## src/rtl/radix4_booth_digit_source.sv

```systemverilog
// Streams the radix-4 Booth recoding of a signed operand, one digit per handshake.
// Digit outputs are registered; a new operand can be taken while the last digit leaves.
module radix4_booth_digit_source #(
    parameter int WIDTH     = 8,
    parameter bit MSD_FIRST = 1'b0,
    localparam int NDIG     = WIDTH / 2,
    localparam int IDXW     = (NDIG > 1) ? $clog2(NDIG) : 1
) (
    input  logic             clk,
    input  logic             rst_n,
    input  logic             in_valid,
    output logic             in_ready,
    input  logic [WIDTH-1:0] in_value,
    output logic             q_valid,
    input  logic             q_ready,
    output logic [2:0]       q_digit,
    output logic [IDXW-1:0]  q_index,
    output logic             q_last
);

    typedef enum logic {
        IDLE = 1'b0,
        EMIT = 1'b1
    } state_t;

    localparam logic [IDXW-1:0] FIRST_IDX = MSD_FIRST ? IDXW'(NDIG - 1) : '0;
    localparam logic [IDXW-1:0] LAST_IDX  = MSD_FIRST ? '0 : IDXW'(NDIG - 1);

    // Booth triple {b[2i+1], b[2i], b[2i-1]} to a 3-bit two's-complement digit.
    function automatic logic [2:0] booth_digit(input logic [2:0] triple);
        logic [2:0] d;
        case (triple)
            3'b000:  d = 3'b000;
            3'b001:  d = 3'b001;
            3'b010:  d = 3'b001;
            3'b011:  d = 3'b010;
            3'b100:  d = 3'b110;
            3'b101:  d = 3'b111;
            3'b110:  d = 3'b111;
            default: d = 3'b000;
        endcase
        return d;
    endfunction

    state_t           state_q, state_d;
    logic [WIDTH:0]   opnd_q, opnd_d;
    logic [IDXW-1:0]  idx_q, idx_d;
    logic [2:0]       digit_q, digit_d;
    logic             last_q, last_d;
    logic             ready_c;

    // Bit 0 of the operand register is the implicit b[-1] = 0.
    logic [WIDTH:0]   load_opnd;
    logic [2:0]       cur_dig [NDIG];
    logic [2:0]       new_dig [NDIG];

    assign load_opnd = {in_value, 1'b0};

    generate
        for (genvar gi = 0; gi < NDIG; gi++) begin : g_recode
            assign cur_dig[gi] = booth_digit(opnd_q[2*gi +: 3]);
            assign new_dig[gi] = booth_digit(load_opnd[2*gi +: 3]);
        end
    endgenerate

    always_comb begin
        state_d = state_q;
        opnd_d  = opnd_q;
        idx_d   = idx_q;
        digit_d = digit_q;
        last_d  = last_q;
        ready_c = 1'b0;

        case (state_q)
            IDLE: begin
                ready_c = 1'b1;
                if (in_valid) begin
                    state_d = EMIT;
                    opnd_d  = load_opnd;
                    idx_d   = FIRST_IDX;
                    digit_d = new_dig[FIRST_IDX];
                    last_d  = 1'b0;
                end
            end
            EMIT: begin
                if (q_ready) begin
                    if (last_q) begin
                        ready_c = 1'b1;
                        if (in_valid) begin
                            state_d = EMIT;
                            opnd_d  = load_opnd;
                            idx_d   = FIRST_IDX;
                            digit_d = new_dig[FIRST_IDX];
                            last_d  = 1'b0;
                        end else begin
                            // Outputs read as zero whenever nothing is valid.
                            state_d = IDLE;
                            idx_d   = '0;
                            digit_d = 3'b000;
                            last_d  = 1'b0;
                        end
                    end else begin
                        idx_d   = MSD_FIRST ? (idx_q - 1'b1) : (idx_q + 1'b1);
                        digit_d = cur_dig[idx_d];
                        last_d  = (idx_d == LAST_IDX);
                    end
                end
            end
            default: begin
                state_d = IDLE;
            end
        endcase
    end

    always_ff @(posedge clk) begin
        if (!rst_n) begin
            state_q <= IDLE;
            opnd_q  <= '0;
            idx_q   <= '0;
            digit_q <= 3'b000;
            last_q  <= 1'b0;
        end else begin
            state_q <= state_d;
            opnd_q  <= opnd_d;
            idx_q   <= idx_d;
            digit_q <= digit_d;
            last_q  <= last_d;
        end
    end

    assign in_ready = rst_n & ready_c;
    assign q_valid  = (state_q == EMIT);
    assign q_digit  = digit_q;
    assign q_index  = idx_q;
    assign q_last   = last_q;

endmodule

```

## config.mk

```make
export PLATFORM = sky130hd
export DESIGN_NAME = radix4_booth_digit_source
export DESIGN_NICKNAME = d
export VERILOG_FILES = /design/src/rtl/radix4_booth_digit_source.sv
export SDC_FILE = /design/constraint.sdc
export NUM_CORES = 1
export LEC_CHECK = 0
export BUFFER_PORTS_ARGS = -buffer_cell sky130_fd_sc_hd__buf_4
export CAP_MARGIN = 20
export CELL_PAD_IN_SITES_DETAIL_PLACEMENT = 0
export CELL_PAD_IN_SITES_GLOBAL_PLACEMENT = 1
export CORE_MARGIN = 1
export CORE_UTILIZATION = 42
export DETAILED_ROUTE_END_ITERATION = 10
export PLACE_DENSITY_LB_ADDON = 0.1
export RECOVER_POWER = 25
export SYNTH_ARGS = -nofsm -noshare
export SYNTH_HDL_FRONTEND = slang
export SYNTH_SLANG_ARGS = --single-unit
```

## constraint.sdc

```tcl
create_clock -name clk -period 4.1 [get_ports clk]
set_input_delay 0.615 -clock clk [delete_from_list [all_inputs] [get_ports clk]]
set_output_delay 0.615 -clock clk [all_outputs]
set_load 0.1 [all_outputs]
```

# --- Yosys cells after proc, flatten, opt, wreduce, memory -nomap -nowiden ---
# Cells that the tools add are included.
op_classes:
  n_lt_le_gt_ge: 1
  n_bitwise: 3
  n_mux: 32
  reduce_logical: 10
  eq_ne: 31
  addsub: 1
ops:
  columns: ["operator", "n"]
  rows:
  - ["one-hot mux 3 bit (4 select lines)", 4]
  - ["== test 3 bit, second input constant", 12]
  - ["two-way mux 9 bit", 3]
  - ["== test 3 x 2 -> 1 bit, second input constant", 8]
  - ["two-way mux 3 bit", 6]
  - ["one-hot mux 9 bit (2 select lines)", 1]
  - ["OR reduction 2 bit", 8]
  - ["== test 3 x 1 -> 1 bit, second input constant", 4]
  - ["one-hot mux 3 bit (3 select lines)", 1]
  - ["two-way mux 1 bit", 8]
  - ["binary-select mux 3 bit (select 2 bit)", 1]
  - ["== test 2 bit, second input constant", 3]
  - ["two-way mux 2 bit", 3]
  - ["one-hot mux 1 bit (2 select lines)", 3]
  - ["one-hot mux 3 bit (2 select lines)", 1]
  - ["!= test 2 bit, second input constant", 2]
  - ["one-hot mux 2 bit (2 select lines)", 1]
  - ["AND reduction 2 bit", 2]
  - [">= comparator 3 bit, second input constant", 1]
  - ["NOT 2 -> 3 bit", 1]
  - ["adder 2 x 1 -> 2 bit, second input constant", 1]
  - ["== test 2 x 1 -> 1 bit, second input constant", 1]
  - ["!= test 2 x 1 -> 1 bit, second input constant", 1]
  - ["AND 1 bit", 1]
  - ["NOT 1 bit", 1]
totals:
  register_bits: 16
  in_bits: 12

# --- Depth between registers and ports, before layout ---
# Gate-level depths: netlist of the first run.
logic_depth:
  word_depth: 9
  ltp_mapped: 7

# --- Worst setup path after synthesis of the first run ---
# No wires, ideal clock.
synth_path:
  path_type: "register to output"
  startpoint: "register last_q (netlist: q_last)"
  endpoint: "output port in_ready"
  required_time_ns: 3.485
  t_arrival_ns: 2.664
  setup_slack_ns: 0.821
  stages_incl_launch_ff: 3
  n_path_buf: 0
  path_cell_list: "dfxtp_1 -> a21boi_0 -> nor2b_1"
synth_via:
  elab_chain_len: 4
synth_lines:
  columns: ["item", "line_no", "rtl"]
  rows:
  - ["from (decl)", "49", "logic last_q, last_d;"]
  - ["from (signal assigned)", "127", "last_q <= last_d;"]
  - ["two-way mux 1 bit", "87", "if (last_q) begin"]
  - ["two-way mux 1 bit", "86", "if (q_ready) begin"]
  - ["one-hot mux 1 bit (2 select lines)", "74", "case (state_q)"]
  - ["AND 1 bit", "131", "assign in_ready = rst_n & ready_c;"]
  - ["to (decl)", "12", "output logic in_ready,"]
# Every way passes these cells.

# --- Final worst setup path of the first run ---
layout_path:
  startpoint: "register digit_q[1] (netlist: q_digit[1])"
  endpoint: "output port q_digit[1]"
layout_rtl:
  columns: ["item", "line_no", "rtl"]
  rows:
  - ["from (decl)", "48", "logic [2:0] digit_q, digit_d;"]
  - ["from (signal assigned)", "126", "digit_q <= digit_d;"]
  - ["to (decl)", "16", "output logic [2:0] q_digit,"]
# No word-level cell between the ends.

==> results.cfg, run 1 <==
[run_status]
outcome = finished, final reports clean

[sta]
clock_skew_ns = 0.00879
fmax_mhz = 476
tightest_pin_transition_ns = 1.16
postLayoutSetupSlackWorst_ns = 2.00
rsz0062_at_grt = no
finalHoldViolCount = 0
layout_min_cycle_time_ns = 2.10
setup_viol = 0
slew_headroom_pct = 23.1
setup-tns-final_ns = 0
maxSlewViolCount = 0
min_period_over_period_pct = 51.3

[worst_setup_path]
critical-path-max-stage-delay_ns = 0.86
worst_path_max_delay_cell = clkbuf_1
crit_path_cell_trace = clkbuf_1
crit_path_end_kind = primary output
critical_path_launch_point_type = flip-flop
timing.critical_path.depth = 1
worstPathRequired_ns = 3.48
timing.critical_path.buf_inv = 1
ff2ff_path_depth = 6
critical_path.reg2reg.startpoint = opnd_q[6]
startpoint = q_digit[1]
worst-r2r-setup-slack_ns = 2.20
cp_top_family = buffers and inverters
capture_point_of_the_worst_reg_to_reg_path = q_digit[1]
path_class = reg2out
maximum_fanout_along_the_worst_path = 2
critPathArrivalTime_ns = 1.49
crit_path_end = q_digit[1]

[cts]
cts_buffers = 3
clkLatencyLatePin_ns = 0.28
maximum_clock_insertion_buffer_count = 2
h-tree-depth = 1
cts_sinks = 15
root_buffer = clkbuf_4
tritoncts_clock_tree = built
post_cts_resize_count = 0
post_cts_setup_inserts = 0
worst_setup_hold_path_clk_slew_ns = 0.10
holdBufCountCts = 0

[yosys]
synth_fp_nets = 114
post_syn_instances = 93
count_of_flip_flops_with_a_built_in_enable_after_synthesis = 0
cell_area_after_technology_mapping_sq_um = 867
yosys.area.top_type_share_pct = 34.6
ys_ff_latch = 15
asyncSetResetFlopFracSynth_pct = 0
synth_area_per_inst_sq_um = 9.32
synthDominantAreaCellType = dfxtp_1
synth_cell_type_count = 28
synth.yosys.warnings = 0
ys_top_cells_by_area = dfxtp_1, mux2i_1, ha_1
synth-seq-area-share_pct = 34.6
postSynth.topFlopCell = dfxtp_1

[finish]
antenna_cells = 0
flow.area_growth_from_synthesis_pct = 20.8
finish.instance_area_sq_um = 1050
finalNetCount = 135
final.fill_count = 206
drive_above_1_share_pct = 20.4
fin_cells = 140

[global_route]
largest_net_degree_at_the_start_of_global_routing = 17
global_route.overflow_total = 0
gr-usage-all-layers_pct = 15.2
number_of_antenna_violations_at_the_first_check_in_global_routing = 0
via_count_of_the_first_global_routing_pass = 572
global_route_wire_length_before_repair_um = 2370

[min_path]
holdPathStages = 2
worst_hold_path_type = reg2reg

[power_and_ir_drop]
ir_drop_uv = 205
post-layout-total-power_w = 0.000344
power.leakage_nw = 0.469
powerDensity_nw_per_um2 = 328

[die]
core_area_sq_um = 1940
row_count = 16
chipWidth_um = 47.4
initial_utilization_pct = 44.7
die_h_um = 47.4
boundaryPins = 20
die-area_sq_um = 2250

[routing]
wire_length_per_cell_um = 12.0
drtAntennaViolNets = 0
vias_per_cell = 4.99
wl_um = 1680
first_pass_iters = 3
route.vias.total = 698
drc_violations = 0
initialDrtViolationCount = 7

[placement]
dpl.cell_count = 136
place.port_buffers = 19
dpl_worst_slack_ns = 2.12
placed_area_sq_um = 1030
place_congestion = 0.701

[run]
drv.max_cap_violation_count = 0
[how the worst min path moves through the flow]
stage / start / to / slack, ns
after CTS: opnd_q[1] / opnd_q[1] / 0.53
after global placement: opnd_q[1] / opnd_q[1] / 0.50
final: opnd_q[1] / opnd_q[1] / 0.52
after detailed placement: opnd_q[1] / opnd_q[1] / 0.51
after global routing: in_valid / q_valid / 0.54
after floorplan: opnd_q[1] / opnd_q[1] / 0.49
[per-layer routing]
metal | up-vias | GRT usage [%] | routed length (um)
met5 | - | 0 | 0
met1 | 325 | 19.8 | 829
met3 | 2 | 3.40 | 50
met2 | 9 | 24.1 | 788
li1 | 362 | - | -
met4 | 0 | 6.86 | 9
[report_power, final]
group	internal (W)	switching [W]	total (W)	leakage (nW)
Combinational	0.0000312	0.0000624	0.0000936	0.328
Sequential	0.000155	0.00000930	0.000164	0.123
Clock	0.0000362	0.0000498	0.0000860	0.0177
[flip-flops by register name, indices dropped and copies added (netlist names)]
name and flops:
opnd_q 8, q_last 1, q_digit 3, q_index 2, q_valid 1
[synthesized netlist by cell type (2+ instances only)]
cell type,instances
o21ai_0,4
nor2_1,4
nor4_1,2
a31oi_1,2
nand2_1,4
ha_1,9
inv_1,6
a21oi_1,5
nor2b_1,11
and2_1,2
mux2i_1,12
dfxtp_1,15
nand2b_1,2
[area by class of cell]
type | count | area, sq um | share of cell area [%]
clock buffers | 3 | 22.5 | 2.15
clock inverters | 1 | 5.00 | 0.478
inverters | 6 | 22.5 | 2.15
multi-input cells | 69 | 528 | 50.4
flip-flops and latches | 15 | 300 | 28.7
well taps | 27 | 33.8 | 3.23
repair buffers | 19 | 135 | 12.9
[metrics by stage]
stage	utilization, %	hold slack [ns]
floorplan	-	0.485
global placement	52.9	0.503
detailed placement	52.9	0.507
CTS	54.3	0.533
global route	53.9	0.545
finish	53.9	0.523
[placed cells by master (no fill, tap or decap)]
master / count
o31ai_1: 1
nor3_1: 1
o21a_1: 1
a21boi_0: 1
nor2b_1: 11
or3b_1: 1
a21oi_1: 5
nor2_1: 4
buf_4: 17
ha_1: 9
dfxtp_1: 15
clkinv_2: 1
nor3b_1: 1
or3_1: 1
nand3_1: 1
mux2_1: 1
clkbuf_1: 2
clkbuf_4: 3
mux2i_1: 12
and2_1: 1
inv_1: 6
nor4_1: 2
and2_0: 1
a31oi_1: 2
nand2b_1: 2
a32o_2: 1
nand2_1: 4
xnor2_1: 1
o21ai_0: 4
a221oi_2: 1
[logic make-up after synthesis]
logic type | synth area share [%]
AND/OR/NAND/NOR | 19.5
AO/OA/AOI/OAI | 12.3
multiplexers | 15.2
adder cells (fa/ha/maj) | 13.0
buffers and inverters | 4.47
XOR/XNOR | 1.01
flip-flops | 34.6
(Power assumes the default switching activity.)
==> inputs of run 2 (changes only) <==
- ABC_AREA: unset -> 1
- CORE_UTILIZATION: 42 -> 33
- clock period: 4.1 -> 1.8 ns (I/O delays scaled with it)
==> results.cfg, run 2 <==
[run_status]
outcome = finished, final reports clean

[finish]
most-common-layout-cells = nand2_1, inv_1, buf_4
antenna_cells = 0
max_reg_flops = 8
largest_register = opnd_q
flow.area_growth_from_synthesis_pct = 20.4
fin_cells = 174
final.fill_count = 267
mostFrequentLayoutCell = nand2_1
finalNetCount = 166
drive_above_1_share_pct = 23.6

[run]
drv.max_cap_violation_count = 0

[sta]
min_period_over_period_pct = 88.4
fmax_mhz = 628
setup_viol = 0
setup-tns-final_ns = 0
tightest_pin_transition_ns = 0.538
clock_skew_ns = 0.000545
rsz0062_at_grt = no
finalHoldViolCount = 0
layout_min_cycle_time_ns = 1.59
slew_headroom_pct = 64.3
maxSlewViolCount = 0

[worst_setup_path]
timing.critical_path.buf_inv = 3
crit_path_end_kind = primary output
worstPathRequired_ns = 1.53
timing.critical_path.depth = 5
crit_path_cell_trace = inv_2 -> o21ai_2 -> inv_2 -> nor2_4 -> buf_4
critPathArrivalTime_ns = 1.32
critical-path-max-stage-delay_ns = 0.41
timing.critical_path.mode_cell = inv_2
worst_path_max_delay_cell = dfxtp_2
cp_top_family = flip-flops
critical_path_launch_point_type = flip-flop
worst-r2r-setup-slack_ns = 0.25
maximum_fanout_along_the_worst_path = 6
ff2ff_path_depth = 8
path_class = reg2out

[die]
core_area_sq_um = 2500
initial_utilization_pct = 35.3
die-area_sq_um = 2880
chipWidth_um = 53.7
row_count = 18
boundaryPins = 20
die_h_um = 53.7

[cts]
tritoncts_clock_tree = built
worst_setup_hold_path_clk_slew_ns = 0.09
root_buffer = clkbuf_4
cts_sinks = 15
maximum_clock_insertion_buffer_count = 2
holdBufCountCts = 0
h-tree-depth = 1
post_cts_resize_count = 0
clkLatencyLatePin_ns = 0.28
cts_buffers = 3
post_cts_setup_inserts = 0

[routing]
drc_violations = 0
initialDrtViolationCount = 19
vias_per_cell = 4.75
first_pass_iters = 4
drtAntennaViolNets = 0
wl_um = 2090
wire_length_per_cell_um = 12.0
route.vias.total = 827

[yosys]
synth_most_common_cell = nand2_1
yosys.area.top_type_share_pct = 34.0
synthDominantAreaCellType = dfxtp_1
synth.yosys.warnings = 0
ys_top_cells_by_area = dfxtp_1, ha_1, a21oi_1
synth_cell_type_count = 19
most_instantiated_cells_after_synthesis = nand2_1, inv_1, a21oi_1, dfxtp_1, nor2_1
asyncSetResetFlopFracSynth_pct = 0
ys_ff_latch = 15
postSynth.topFlopCell = dfxtp_1
count_of_flip_flops_with_a_built_in_enable_after_synthesis = 0
synth_fp_nets = 145
post_syn_instances = 124
cell_area_after_technology_mapping_sq_um = 882
synth-seq-area-share_pct = 34.0
synth_area_per_inst_sq_um = 7.11

[global_route]
global_route_wire_length_before_repair_um = 3600
number_of_antenna_violations_at_the_first_check_in_global_routing = 0
global_route.overflow_total = 0
gr-usage-all-layers_pct = 17.3
largest_net_degree_at_the_start_of_global_routing = 13
via_count_of_the_first_global_routing_pass = 809

[placement]
place_congestion = 0.863
place.port_buffers = 19
hpwl_after_detailed_placement_um = 1650
dpl.cell_count = 170

[min_path]
holdPathStages = 3
worst_hold_path_type = in2reg

[power_and_ir_drop]
ir_drop_uv = 565
powerDensity_nw_per_um2 = 763
power.leakage_nw = 0.507
post-layout-total-power_w = 0.000810
[run 2: cell types whose count changed in the layout (fill, tap and decap cells not counted), moves of 9 or more]
| cell | delta |
|---|---|
| a21oi_1 | +10 |
| nor2_1 | +9 |
| inv_1 | +11 |
| nand2_1 | +16 |
| mux2i_1 | -12 |
| nor2b_1 | -11 |
[run 2: routing by layer]
metal	GRT usage [%]	part of all wire, %	vias up
met5	0	0	-
met2	28.4	47	13
met3	5.08	3.4	2
met1	22.7	49	373
li1	-	-	439
met4	2.63	0.62	0
[run 2: final timing paths]
kind | from | endpoint
setup / recovery | q_last | in_ready
hold / removal | in_value[4] | opnd_q[5]
setup reg to reg | q_index[0] | q_digit[1]
hold reg to reg | q_digit[2] | q_digit[2]
[run 2: worst register-to-register path, cell delays in order (launching register included)]
cell and delay (ns):
dfxtp_2 0.43, inv_1 0.14, ha_1 0.37, nand2_1 0.09, nor2_1 0.04, a21oi_1 0.16
nand2_1 0.07, nand2_1 0.08, a21oi_1 0.07
[run 2: stage by stage]
stage | cell area [sq um] | utilization [%] | setup WS [ns] | hold slack, ns
after detailed placement | 1050 | 41.9 | 0.272 | 0.460
after global routing | 1060 | 42.5 | 0.0887 | 0.204
final | 1060 | 42.5 | 0.209 | 0.207
after CTS | 1070 | 43.0 | 0.171 | 0.201
after floorplan | 895 | - | 0.000317 | 0.405
after global placement | 1050 | 41.9 | 0.308 | 0.462
[run 2: logic make-up after synthesis]
logic type      share of synthesized area [%]
fa+ha+maj                                12.8
compound gates                           21.0
flops                                    34.0
buf+inv                                  11.5
simple gates                             20.7
[run 2: power breakdown]
| group | internal [W] | switching [W] | leakage, nW | total [W] |
|---|---|---|---|---|
| sequential | 0.000356 | 0.0000227 | 0.125 | 0.000379 |
| clock | 0.0000861 | 0.000113 | 0.0150 | 0.000199 |
| combinational | 0.0000675 | 0.000165 | 0.366 | 0.000233 |
| total | 0.000510 | 0.000301 | 0.507 | 0.000810 |
[run 2: cell type report]
| class | instances | area, sq um | area share, % |
|---|---|---|---|
| Inverter | 20 | 75.1 | 7.07 |
| Tap cell | 30 | 37.5 | 3.53 |
| Multi-Input combinational cell | 86 | 480 | 45.2 |
| Timing Repair Buffer | 19 | 138 | 13.0 |
| Sequential cell | 15 | 305 | 28.7 |
| Clock buffer | 4 | 26.3 | 2.47 |
